`config.mk`:
```
export PLATFORM = sky130hd
export DESIGN_NAME = dmem_port_arbiter
export DESIGN_NICKNAME = d
export VERILOG_FILES = /design/src/rtl/riscv_mem_pkg.sv /design/src/rtl/mem_lane_encoder.sv /design/src/rtl/dmem_port_arbiter.sv
export SDC_FILE = /design/constraint.sdc
export NUM_CORES = 1
export LEC_CHECK = 0
export CAP_MARGIN = 20
export CORE_AREA = 8 8 104 106
export CTS_CLUSTER_DIAMETER = 40
export DETAILED_ROUTE_END_ITERATION = 7
export DIE_AREA = 0 0 112 114
export PLACE_DENSITY = 0.77
export SLEW_MARGIN = 10
export SYNTH_ARGS = -nofsm -noshare
export SYNTH_HDL_FRONTEND = slang
export SYNTH_SLANG_ARGS = --single-unit
```
`constraint.sdc`:
```
create_clock -name clk -period 2.9 [get_ports clk]
set_clock_uncertainty 0.05 [all_clocks]
set_input_delay 0.58 -clock clk [delete_from_list [all_inputs] [get_ports clk]]
set_output_delay 0.58 -clock clk [all_outputs]
set_load 0.02 [all_outputs]
```
`src/rtl/riscv_mem_pkg.sv`:
```
// Shared encodings, port ids, arbiter state enum and byte-lane helper for the
// data-memory port arbiter.
package riscv_mem_pkg;

    localparam logic SIZE_BYTE = 1'b0;
    localparam logic SIZE_WORD = 1'b1;

    localparam logic PORT_CORE = 1'b0;
    localparam logic PORT_DBG  = 1'b1;

    typedef enum logic [1:0] {
        ARB     = 2'd0,
        LOCK    = 2'd1,
        RELEASE = 2'd2
    } arb_state_e;

    // Lane-encoded view of one port's request, ready for the grant mux
    typedef struct packed {
        logic [3:0]  be;
        logic [31:0] wdata;
        logic        misalign;
    } lane_req_t;

    // Byte offset 0 maps to the most-significant lane
    function automatic logic [3:0] be_from_offset(input logic [1:0] offset);
        return 4'b1000 >> offset;
    endfunction

endpackage

```
`src/rtl/mem_lane_encoder.sv`:
```
// Per-port byte-lane encoder: byte enables, replicated store data and
// misaligned-word detection.
module mem_lane_encoder
    import riscv_mem_pkg::*;
(
    input  logic        we,
    input  logic        size,
    input  logic [1:0]  offset,
    input  logic [31:0] wdata,
    output lane_req_t   lane
);

    always_comb begin
        lane.misalign = (size == SIZE_WORD) && (offset != 2'b00);
        lane.be       = 4'b1111;
        lane.wdata    = wdata;
        if (size == SIZE_BYTE) begin
            lane.wdata = {4{wdata[7:0]}};
            if (we) begin
                lane.be = be_from_offset(offset);
            end
        end
    end

endmodule

```
`src/rtl/dmem_port_arbiter.sv`:
```
// Round-robin arbiter sharing a single-port synchronous data memory between the
// core load/store port and a debug/loader port, with a bounded debug burst lock.
module dmem_port_arbiter
    import riscv_mem_pkg::*;
#(
    parameter int unsigned ADDR_W   = 5,
    parameter int unsigned LOCK_MAX = 16
) (
    input  logic              clk,
    input  logic              reset,
    input  logic              core_req,
    input  logic              core_we,
    input  logic              core_size,
    input  logic [31:0]       core_addr,
    input  logic [31:0]       core_wdata,
    output logic              core_gnt,
    output logic              core_err,
    output logic              core_rvalid,
    output logic [31:0]       core_rdata,
    input  logic              dbg_req,
    input  logic              dbg_we,
    input  logic              dbg_size,
    input  logic [31:0]       dbg_addr,
    input  logic [31:0]       dbg_wdata,
    output logic              dbg_gnt,
    output logic              dbg_err,
    output logic              dbg_rvalid,
    output logic [31:0]       dbg_rdata,
    input  logic              dbg_lock,
    output logic              mem_en,
    output logic              mem_we,
    output logic [3:0]        mem_be,
    output logic [ADDR_W-1:0] mem_addr,
    output logic [31:0]       mem_wdata,
    input  logic [31:0]       mem_rdata
);

    localparam int unsigned CNT_W = $clog2(LOCK_MAX + 1);

    lane_req_t        core_lane;
    lane_req_t        dbg_lane;
    logic             core_ok;
    logic             dbg_ok;
    arb_state_e       state_q, state_d;
    logic             rr_q, rr_d;
    logic [CNT_W-1:0] cnt_q, cnt_d;
    logic             pend_q, pend_d;
    logic             tag_q, tag_d;
    logic             unused_addr_hi;

    mem_lane_encoder u_core_enc (
        .we     (core_we),
        .size   (core_size),
        .offset (core_addr[1:0]),
        .wdata  (core_wdata),
        .lane   (core_lane)
    );

    mem_lane_encoder u_dbg_enc (
        .we     (dbg_we),
        .size   (dbg_size),
        .offset (dbg_addr[1:0]),
        .wdata  (dbg_wdata),
        .lane   (dbg_lane)
    );

    // Addresses beyond the memory wrap; the high bits are intentionally ignored
    assign unused_addr_hi = ^{core_addr[31:ADDR_W+2], dbg_addr[31:ADDR_W+2]};

    assign core_ok = core_req & ~core_lane.misalign;
    assign dbg_ok  = dbg_req & ~dbg_lane.misalign;

    // Arbitration, errors and lock bookkeeping
    always_comb begin
        core_gnt = 1'b0;
        dbg_gnt  = 1'b0;
        core_err = 1'b0;
        dbg_err  = dbg_req & dbg_lane.misalign;
        state_d  = state_q;
        rr_d     = rr_q;
        cnt_d    = cnt_q;

        case (state_q)
            ARB: begin
                core_err = core_req & core_lane.misalign;
                if (core_ok && dbg_ok) begin
                    core_gnt = (rr_q == PORT_DBG);
                    dbg_gnt  = (rr_q == PORT_CORE);
                end else begin
                    core_gnt = core_ok;
                    dbg_gnt  = dbg_ok;
                end
                if (dbg_gnt && dbg_lock) begin
                    state_d = LOCK;
                    cnt_d   = CNT_W'(1);
                end
            end
            LOCK: begin
                dbg_gnt = dbg_ok;
                cnt_d   = cnt_q + CNT_W'(1);
                if (!dbg_lock) begin
                    state_d = ARB;
                end else if (32'(cnt_q) + 32'd1 >= LOCK_MAX) begin
                    state_d = RELEASE;
                end
            end
            RELEASE: begin
                core_err = core_req & core_lane.misalign;
                core_gnt = core_ok;
                dbg_gnt  = dbg_ok & ~core_req;
                state_d  = ARB;
            end
            default: begin
                state_d = ARB;
            end
        endcase

        if (core_gnt) begin
            rr_d = PORT_CORE;
        end else if (dbg_gnt) begin
            rr_d = PORT_DBG;
        end

        // Outputs read as idle for as long as reset is held
        if (reset) begin
            core_gnt = 1'b0;
            dbg_gnt  = 1'b0;
            core_err = 1'b0;
            dbg_err  = 1'b0;
        end
    end

    // Memory mux from the granted port and read-data return to its owner
    always_comb begin
        mem_en    = core_gnt | dbg_gnt;
        mem_we    = 1'b0;
        mem_be    = 4'b0000;
        mem_addr  = '0;
        mem_wdata = '0;
        if (core_gnt) begin
            mem_we    = core_we;
            mem_be    = core_lane.be;
            mem_addr  = core_addr[ADDR_W+1:2];
            mem_wdata = core_lane.wdata;
        end else if (dbg_gnt) begin
            mem_we    = dbg_we;
            mem_be    = dbg_lane.be;
            mem_addr  = dbg_addr[ADDR_W+1:2];
            mem_wdata = dbg_lane.wdata;
        end

        pend_d = mem_en & ~mem_we;
        tag_d  = dbg_gnt ? PORT_DBG : PORT_CORE;

        core_rvalid = pend_q & (tag_q == PORT_CORE);
        dbg_rvalid  = pend_q & (tag_q == PORT_DBG);
        core_rdata  = core_rvalid ? mem_rdata : 32'h0;
        dbg_rdata   = dbg_rvalid ? mem_rdata : 32'h0;
    end

    always_ff @(posedge clk or posedge reset) begin
        if (reset) begin
            state_q <= ARB;
            rr_q    <= PORT_DBG;
            cnt_q   <= '0;
            pend_q  <= 1'b0;
            tag_q   <= PORT_CORE;
        end else begin
            state_q <= state_d;
            rr_q    <= rr_d;
            cnt_q   <= cnt_d;
            pend_q  <= pend_d;
            tag_q   <= tag_d;
        end
    end

endmodule

```
==> results of run 1 <==
## worst reg2reg max path, stage by stage (launching register included)
cell       delay, ns
dfrtp_1         0.40
o21ai_1         0.16
nand3_1         0.12
or3_4           0.43
bufbuf_16       0.30
o22ai_2         0.12
## cell families (layout without fill, tap and decap cells)
logic type | count (synthesis) | in the layout | synth area share, %
AO/OA/AOI/OAI | 109 | 109 | 42.1
XOR/XNOR | 4 | 4 | 1.73
adder cells (fa/ha/maj) | 1 | 1 | 0.618
buffers and inverters | 32 | 280 | 10.1
flip-flops | 10 | 10 | 12.4
multiplexers | 1 | 1 | 0.494
AND/OR/NAND/NOR | 110 | 110 | 32.5
## through the flow
step           utilization [%]  setup slack [ns]  TNS, ns  cell area [sq um]  instances
2_1_floorplan                -             0.504        0               2030        267
3_3_place_gp              49.7            -0.618   -24.88               4530        611
3_5_place_dp              49.7            -0.674   -26.72               4530        611
4_1_cts                   50.9           -0.0128  -0.0128               4630        626
5_1_grt                   50.8           0.00346        0               4630        626
6_report                  50.8            0.0422        0               4630        626
## worst min path at each step
stage	endpoint	startpoint	slack [ns]
2_1_floorplan	cnt_q[0]$_DFFE_PP0P_	reset	0.37
3_3_place_gp	rr_q$_DFFE_PP1P_	rr_q$_DFFE_PP1P_	0.49
3_5_place_dp	rr_q$_DFFE_PP1P_	rr_q$_DFFE_PP1P_	0.51
4_1_cts	rr_q$_DFFE_PP1P_	rr_q$_DFFE_PP1P_	0.52
5_1_grt	cnt_q[4]$_DFFE_PP0P_	cnt_q[4]$_DFFE_PP0P_	0.56
6_report	cnt_q[4]$_DFFE_PP0P_	cnt_q[4]$_DFFE_PP0P_	0.52
## synthesized netlist by cell type (2+ instances only)
library cell  count
o22ai_2          29
buf_2             4
and2_1           33
and2b_1           2
nand3_1           2
dfrtp_1           9
o21ai_0           3
nand2_1           8
xor2_1            3
inv_1             5
a21oi_1          56
buf_12            4
nand2b_1          4
nor3_1            2
nor2_1            5
a22o_1           14
nor2b_1          16
and3_1           32
clkbuf_1         16
nand4_1           2
## flip-flops by register name, summed over array words and instances, names as in the netlist
signal / count
cnt_q: 5
pend_q: 1
state_q: 2
tag_q: 1
rr_q: 1
## layer usage
metal	vias up	track usage, %	share of wire, %
li1	1484	-	-
met5	-	0	0
met3	17	3.43	5.7
met2	115	35.1	55
met1	1426	18.4	37
met4	0	5.94	2.2
## repair_timing
| action | 4_1_cts | 5_1_grt |
|---|---|---|
| resized for setup | 181 | 16 |
| endpoints found under the setup margin | 45 | 39 |
| hold buffers | 0 | 0 |
| pin swaps | 8 | 7 |
| buffers inserted | 8 | 0 |
| cloned | 4 | 0 |
## final cells by class
class | count | area (sq um)
Timing Repair Buffer | 267 | 2510
Tap cell | 111 | 139
Timing Repair inverter | 2 | 16.3
Multi-Input combinational cell | 225 | 1610
Inverter | 7 | 45.0
Fill cell | 881 | 4480
Clock buffer | 4 | 55.1
Sequential cell | 10 | 251
## where the power goes
group          internal (W)  switching, W  leakage (nW)
clock network      0.000119     0.0000561        0.0288
registers          0.000175     0.0000412         0.129
logic              0.000407      0.000371          1.88
==> results.tsv, run 1 <==
stage	metric	value	unit
outcome	outcome	complete, no violations	
critical_path	critical path arrival	2.23	ns
floorplan	Core Box Area	0.00911	sq mm
critical_path	Worst Path Class, Setup	in -> out	
floorplan	die width	112	um
clocking	H-tree Lvls	1	
critical_path	crit path max fanout	17	
timing	Fin Hold WS	0.520	ns
floorplan	number of cell rows	35	
worst_hold_path	worst hold path type	reg -> reg	
timing	fin. max-slew vios	0	
clocking	Clock transition at path regs	0.05	ns
routing	DR vias	3042	
clocking	CTS tree	done	
synth	Yosys top cell area share	17.9	%
synth	Yosys Warn Count	0	
critical_path	CP max-delay cell	clkdlybuf4s50_1	
floorplan	die area	0.0128	sq mm
critical_path	most frequent CP cell	buf_12	
global_routing	number of antenna violations at the first check in global routing	0	
synth	post-synthesis sequential area ratio	12.4	%
clocking	Clock Latency Late Sink	0.24	ns
timing	Final Setup Violations	0	
flow_run	max-cap viol count	0	
synth	post-synthesis cell type count	38	
placed_design	Placer Congestion	0.920	
global_routing	global-route wire length before repair	18100	um
synth	Mean Syn Cell Area	7.59	sq um
floorplan	initial core utilization	22.2	%
floorplan	Die Y	114	um
timing	minimum clock period	2.86	ns
worst_hold_path	Cells on Worst Hold Path	2	
synth	netlist area before placement	0.00203	sq mm
global_routing	pin count of the biggest net entering global routing	34	
routing	DRT Pass-1 Iters	4	
global_routing	vias in the first global route	3262	
routing	Final ANT Viol Nets	0	
critical_path	Req. time, crit path	2.27	ns
synth	Yosys top cell by area	o22ai_2	
power	Pwr per Cell Area	253	mW/mm^2
synth	ys flop type	dfrtp_1	
critical_path	max incr delay on CP	0.48	ns
global_routing	total track usage	17.8	%
clocking	clock root buffer	clkbuf_8	
synth	Yosys reg bits	10	
timing	Slew headroom	63.9	%
placed_design	IO Port Bufs	231	
routing	1st-iter DRT viols	153	
critical_path	CP top delay family	buffers and inverters	
routing	Final Routed Wirelength	12300	um
critical_path	r2r setup slk	1.24	ns
timing	Worst-Margin Slew	0.538	ns
floorplan	I/O pin cnt	282	
critical_path	R2R depth	5	
layout	commonest non-fill, non-tap cell in the layout	clkdlybuf4s50_1	
placed_design	hpwl dp	9830	um
synth	Post-synth ARST share	100	%
clocking	Num CTS Buffers	3	
layout	share of cells above drive strength 1	25.0	%
critical_path	FF-to-FF Start	state_q[0]$_DFFE_PP0P_	
timing	FMAX	350	MHz
synth	Area contributors post-synth	o22ai_2 (18%), a21oi_1 (14%), dfrtp_1 (11%)	
timing	final hold viol count	0	
synth	Post-synth EDFFs	0	
critical_path	CP cell instances	clkdlybuf4s50_1 > buf_4 > nor2_2 > o311ai_4 > buf_12 > buf_6 > buf_12 > o22ai_2 > buf_2	
critical_path	logic depth of the worst path, buffers included	9	
timing	RSZ-0062 raised after global routing	no	
layout	Final #Nets	686	
critical_path	crit start category	input pin	
timing	Final period util	98.5	%
power	Worst VDD drop	0.323	mV
clocking	Clock Path Buffers	2	
routing	vias per cell	4.86	
power	Design Power	0.00117	W
layout	synthesis-to-finish area growth	128	%
synth	Synth Net Count	437	
layout	commonest non-fill, non-tap cells in the layout	clkdlybuf4s50_1 (178), a21oi_1 (56), buf_4 (35)	
routing	WL per Instance	19.6	um
critical_path	reg2reg end	pend_q$_DFF_PP0_	
critical_path	crit path launch	reset	
global_routing	GRT overflow	0	
layout	Antenna diodes	0	
synth	Mapped Cells	267	
critical_path	CP Capture Type	output port	
critical_path	CP endpoint	mem_wdata[29]	
power	Pleak	2.04	nW
critical_path	worst path bufs/invs	6	
clocking	Clock Sinks	10	
routing	drt drc	0	
Power figures use the tool's default switching activity.
==> run 2, diff against run 1 <==
Settings changed: CORE_AREA 8 8 104 106 to 8 8 103 105, DIE_AREA 0 0 112 114 to 0 0 111 113, PLACE_DENSITY 0.77 to 0.79, SYNTH_HIERARCHICAL from default to 1.
==> run 2 against run 1 <==
Sequential power is 8% lower. Critical path type unchanged. Routed wire length shrank 6.1%. Clock power about the same. Synthesized cell count grew 26%. Non-clock buffer count decreased by 2. Utilization up 0.97 points. Power is 3.5% lower. Highest routed layer unchanged. Sequential cell count did not move. Sequential share of layout area about the same. Hold slack gained 0.0036 ns.
==> results.tsv, run 2 <==
stage	metric	value	unit
critical_path	crit start category	input pin	
timing	RSZ-0062 raised after global routing	no	
timing	Worst-Margin Slew	0.394	ns
global_routing	GRT overflow	0	
timing	fin. max-slew vios	0	
placed_design	IO Port Bufs	231	
synth	Yosys top cell area share	16.4	%
clocking	CTS tree	done	
layout	commonest non-fill, non-tap cell in the layout	clkdlybuf4s50_1	
timing	final hold viol count	0	
floorplan	Core Box Area	0.00898	sq mm
layout	final core utilization	51.8	%
timing	Fin Hold WS	0.523	ns
critical_path	Req. time, crit path	2.27	ns
synth	netlist area before placement	0.00227	sq mm
clocking	Clock transition at path regs	0.05	ns
timing	Final period util	97.5	%
synth	Yosys top cell by area	nand2_1	
layout	Final #Nets	735	
floorplan	Die Y	113	um
floorplan	die area	0.0125	sq mm
synth	commonest cells in the netlist	nand2_1 (99), a22o_1 (42), and2_1 (34), and3_1 (34), nand2b_1 (19)	
synth	post-synthesis cell type count	36	
synth	Yosys reg bits	10	
routing	Final Routed Wirelength	11500	um
clocking	H-tree Lvls	1	
synth	top-count cell post-synth	nand2_1	
timing	minimum clock period	2.83	ns
routing	DR vias	3226	
global_routing	pin count of the biggest net entering global routing	35	
synth	ys flop type	dfrtp_1	
critical_path	max incr delay on CP	0.29	ns
global_routing	number of antenna violations at the first check in global routing	0	
clocking	Num CTS Buffers	3	
power	Worst VDD drop	0.135	mV
clocking	hold buffers post-CTS	0	
routing	drt drc	0	
timing	FMAX	354	MHz
power	Pwr per Cell Area	243	mW/mm^2
critical_path	CP cell instances	dlygate4sd2_1 > o21a_4 > nand2b_4 > o31ai_4 > nor2_4 > buf_12 > or2_2 > buf_6	
synth	post-synthesis sequential area ratio	11.1	%
critical_path	Worst Path Class, Setup	in -> out	
floorplan	I/O pin cnt	282	
synth	Yosys Warn Count	6	
synth	Mapped Cells	336	
outcome	outcome	complete, no violations	
floorplan	die width	111	um
flow_run	max-cap viol count	0	
synth	Mean Syn Cell Area	6.74	sq um
layout	share of cells above drive strength 1	17.4	%
clocking	Clock Sinks	10	
layout	commonest non-fill, non-tap cells in the layout	clkdlybuf4s50_1 (177), nand2_1 (99), a22o_1 (42)	
layout	Top Registers	cnt_q x5, state_q x2	
synth	Post-synth ARST share	100	%
layout	Reg with most FFs	cnt_q	
routing	WL per Instance	17.0	um
timing	Setup Total Neg Slack	0	ns
critical_path	critical path arrival	2.20	ns
critical_path	CP max-delay cell	or2_2	
global_routing	global-route wire length before repair	17200	um
routing	1st-iter DRT viols	208	
clocking	Clock Latency Late Sink	0.24	ns
global_routing	total track usage	16.3	%
critical_path	CP Capture Type	output port	
worst_hold_path	worst hold path type	reg -> reg	
placed_design	hpwl dp	9090	um
floorplan	number of cell rows	35	
routing	vias per cell	4.77	
routing	Final ANT Viol Nets	0	
synth	Area contributors post-synth	nand2_1 (16%), a22o_1 (16%), dfrtp_1 (9.9%)	
layout	number of flip-flops in the largest register	5	
routing	DRT Pass-1 Iters	7	
placed_design	Placer Congestion	0.821	
critical_path	crit path max fanout	8	
clocking	Clock Path Buffers	2	
global_routing	vias in the first global route	3296	
layout	synthesis-to-finish area growth	105	%
timing	Final Setup Violations	0	
floorplan	initial core utilization	25.2	%
clocking	clock root buffer	clkbuf_8	
timing	Slew headroom	73.7	%
power	Design Power	0.00113	W
synth	Synth Net Count	506	
power	Pleak	2.30	nW
synth	Post-synth EDFFs	0	
[run 2: routing by layer]
| layer | up-vias | part of all wire (%) | global-route usage (%) |
|---|---|---|---|
| li1 | 1589 | - | - |
| met2 | 152 | 52 | 30.9 |
| met5 | - | 0 | 0 |
| met3 | 16 | 7.2 | 3.28 |
| met1 | 1469 | 39 | 17.8 |
| met4 | 0 | 1.9 | 4.23 |
[run 2: report_power, final]
part           internal, W  switching [W]
clock             0.000119      0.0000546
combinational     0.000404       0.000352
sequential        0.000169      0.0000301
total             0.000693       0.000436
[run 2: final cells by class]
| class | instances | area (sq um) |
|---|---|---|
| inverters | 9 | 33.8 |
| well taps | 111 | 139 |
| flip-flops and latches | 10 | 251 |
| repair buffers | 265 | 2510 |
| multi-input cells | 276 | 1660 |
| fillers | 871 | 4330 |
| diodes | 1 | 2.50 |
| clock buffers | 4 | 55.1 |
[run 2: repair_timing]
| action | in CTS | in global routing |
|---|---|---|
| cloned | 2 | 5 |
| setup endpoints to repair | 46 | 35 |
| buffers inserted | 4 | 1 |
| pin swaps | 4 | 5 |
| resized for setup | 191 | 19 |
[run 2: final timing paths]
kind / start / end / slack [ns] / cells past startpoint
worst max-delay path: dbg_addr[0] / mem_en / 0.07 / 8
worst min-delay path: cnt_q[3]$_DFFE_PP0P_ / cnt_q[3]$_DFFE_PP0P_ / 0.52 / 2
worst max register to register: rr_q$_DFFE_PP1P_ / pend_q$_DFF_PP0_ / 1.16 / 6
worst min register to register: cnt_q[3]$_DFFE_PP0P_ / cnt_q[3]$_DFFE_PP0P_ / 0.52 / 2
max in group asynchronous: reset / rr_q$_DFFE_PP1P_ / 1.67 / 4
min in group asynchronous: reset / cnt_q[1]$_DFFE_PP0P_ / 0.91 / 4
[run 2: logic make-up after synthesis]
kind of cell	synth area share [%]
AOI/OAI and AO/OA	24.4
adders and majority gates	0.552
buffers and inverters	16.6
DFF	11.1
muxes	0.497
and+or+nand+nor	46.8
[run 2: per-stage QoR]
| stage | setup WS (ns) | cell area, sq um | cells |
|---|---|---|---|
| after floorplan | 0.281 | 2270 | 336 |
| after global placement | -0.631 | 4580 | 659 |
| after detailed placement | -0.669 | 4580 | 659 |
| after CTS | -0.0734 | 4520 | 669 |
| after global routing | 0.00370 | 4650 | 675 |
| final | 0.0733 | 4650 | 676 |
[run 2: worst max-delay path: cells and delay by family]
| kind | cells | cell delay, ns |
|---|---|---|
| AO/OA/AOI/OAI | 2 | 0.45 |
| buffers and inverters | 3 | 0.56 |
| AND/OR/NAND/NOR | 3 | 0.60 |
==> run 3, diff against run 2 <==
--- a/constraint.sdc
+++ b/constraint.sdc
@@ -3,3 +3,3 @@
 set_input_delay 0.58 -clock clk [delete_from_list [all_inputs] [get_ports clk]]
 set_output_delay 0.58 -clock clk [all_outputs]
-set_load 0.02 [all_outputs]
+set_load 0.1 [all_outputs]
==> run 3 against run 2 <==
Global-route usage is 2.9 points higher. First-iteration DRC count down 51%. Largest power group unchanged. Clock-buffer cell count did not move. Highest routed layer unchanged. Utilization rose by 17 points. Clock power up 4%. Critical path type unchanged. Cell count shrank 0.59%.
==> results.tsv, run 3 (synthesis results as in run 2) <==
stage	metric	value	unit
outcome	outcome	complete, no violations	
floorplan	die area	0.0125	sq mm
timing	PnR worst setup slack	0.0751	ns
routing	DRT Pass-1 Iters	6	
critical_path	Req. time, crit path	2.27	ns
layout	commonest non-fill, non-tap cells in the layout	buf_12 (115), clkdlybuf4s50_1 (110), nand2_1 (99)	
clocking	CTS tree	done	
power	Worst VDD drop	0.352	mV
layout	commonest non-fill, non-tap cell in the layout	buf_12	
clocking	Num CTS Buffers	3	
worst_hold_path	Cells on Worst Hold Path	2	
worst_hold_path	worst hold path type	reg -> reg	
layout	Final #Nets	732	
timing	fin. max-slew vios	0	
clocking	Clock Path Buffers	2	
critical_path	R2R depth	7	
floorplan	I/O pin cnt	282	
global_routing	number of antenna violations at the first check in global routing	0	
timing	Final period util	97.4	%
worst_hold_path	Worst Hold Path EP	cnt_q[3]$_DFFE_PP0P_	
routing	vias per cell	4.89	
routing	Final ANT Viol Nets	0	
layout	share of cells above drive strength 1	37.4	%
critical_path	most frequent CP cell	buf_4	
timing	Worst-Margin Slew	0.534	ns
routing	1st-iter DRT viols	101	
layout	synthesis-to-finish area growth	171	%
layout	fin cells	672	
placed_design	pre-CTS setup slack	-0.255	ns
routing	Final Routed Wirelength	13000	um
floorplan	die width	111	um
critical_path	Worst Path Class, Setup	in -> out	
critical_path	r2r setup slk	0.99	ns
critical_path	CP cell instances	clkdlybuf4s15_2 > o21a_4 > nor3b_2 > o22a_2 > nor3_4 > buf_4 > buf_4 > or2_2 > buf_12	
clocking	H-tree Lvls	1	
clocking	Clock transition at path regs	0.05	ns
floorplan	Core Box Area	0.00898	sq mm
critical_path	FF-to-FF Start	state_q[0]$_DFFE_PP0P_	
power	Pleak	2.86	nW
placed_design	IO Port Bufs	231	
routing	drt drc	0	
layout	Antenna diodes	0	
placed_design	Placer Congestion	0.793	
placed_design	dpl cell area	0.00577	sq mm
critical_path	CP Capture Type	output port	
global_routing	total track usage	19.2	%
critical_path	CP max-delay cell	or2_2	
timing	Slew headroom	64.4	%
clocking	clock root buffer	clkbuf_8	
layout	# fillers	659	
worst_hold_path	worst min-delay path startpoint	cnt_q[3]$_DFFE_PP0P_	
critical_path	reg2reg end	pend_q$_DFF_PP0_	
placed_design	hpwl dp	10600	um
timing	RSZ-0062 raised after global routing	no	
global_routing	pin count of the biggest net entering global routing	35	
timing	Final Setup Violations	0	
clocking	hold buffers post-CTS	0	
floorplan	initial core utilization	25.2	%
layout	Top Registers	cnt_q x5, state_q x2	
clocking	Clock Sinks	10	
global_routing	global-route wire length before repair	19800	um
critical_path	max incr delay on CP	0.29	ns
layout	Finished Cell Area	0.00613	sq mm
placed_design	dpl cells	659	
critical_path	CP top delay family	buffers and inverters	
critical_path	crit path max fanout	3	
critical_path	critical path arrival	2.19	ns
timing	minimum clock period	2.82	ns
power	Pwr per Cell Area	307	mW/mm^2
critical_path	worst path bufs/invs	4	
flow_run	max-cap viol count	0	
layout	number of flip-flops in the largest register	5	
clocking	Clock Latency Late Sink	0.24	ns
routing	DR vias	3286	
routing	WL per Instance	19.3	um
timing	Setup Total Neg Slack	0	ns
floorplan	Die Y	113	um
timing	final hold viol count	0	
global_routing	vias in the first global route	3522	
timing	FMAX	354	MHz
global_routing	GRT overflow	0	
critical_path	crit start category	input pin	
layout	Reg with most FFs	cnt_q	
layout	final core utilization	68.3	%
floorplan	number of cell rows	35	
run 3: final cells by class:
cell class | count | area (sq um) | share of cell area, %
Timing Repair Buffer | 262 | 3750 | 61.2
Multi-Input combinational cell | 276 | 1900 | 30.9
Sequential cell | 10 | 251 | 4.10
Tap cell | 111 | 139 | 2.27
Clock buffer | 4 | 55.1 | 0.898
Inverter | 9 | 33.8 | 0.551
run 3: timing repair:
action | CTS | global route
setup endpoints to repair | 44 | 24
pin swaps | 11 | 2
resized for setup | 50 | 2
setup buffers | 7 | 0
cloned | 3 | 0
run 3: how the worst max path moves through the flow:
| stage | from | to | slack [ns] | cells after the start |
|---|---|---|---|---|
| 2_1_floorplan | dbg_size | mem_addr[0] | -0.08 | 7 |
| 3_3_place_gp | dbg_addr[1] | mem_wdata[17] | -0.21 | 8 |
| 3_5_place_dp | dbg_addr[1] | mem_wdata[15] | -0.26 | 8 |
| 4_1_cts | core_addr[0] | mem_wdata[20] | 0.02 | 9 |
| 5_1_grt | core_addr[0] | mem_wdata[12] | 0.01 | 8 |
| 6_report | core_addr[0] | mem_en | 0.08 | 9 |
run 3: worst min-delay path: stages, from the launching register on:
cell     delay (ns)
dfrtp_1        0.39
inv_1          0.05
o21ai_0        0.08
run 3: routing by layer:
layer / track usage (%) / share of wire (%)
met1: 18.8 / 35
met2: 38.5 / 56
met3: 5.24 / 7.3
met4: 4.05 / 1.2
met5: 0 / 0
run 3: report_power, final:
part | internal, W | switching [W] | leakage, nW
logic | 0.000622 | 0.000875 | 2.70
registers | 0.000169 | 0.0000378 | 0.129
clock network | 0.000120 | 0.0000611 | 0.0288
total | 0.000911 | 0.000974 | 2.86
run 3: through the flow:
stage | hold WS, ns | power (W)
global placement | 0.493 | 0.00161
floorplan | 0.375 | 0.00105
detailed placement | 0.512 | 0.00164
finish | 0.530 | 0.00188
global route | 0.554 | 0.00196
CTS | 0.526 | 0.00190
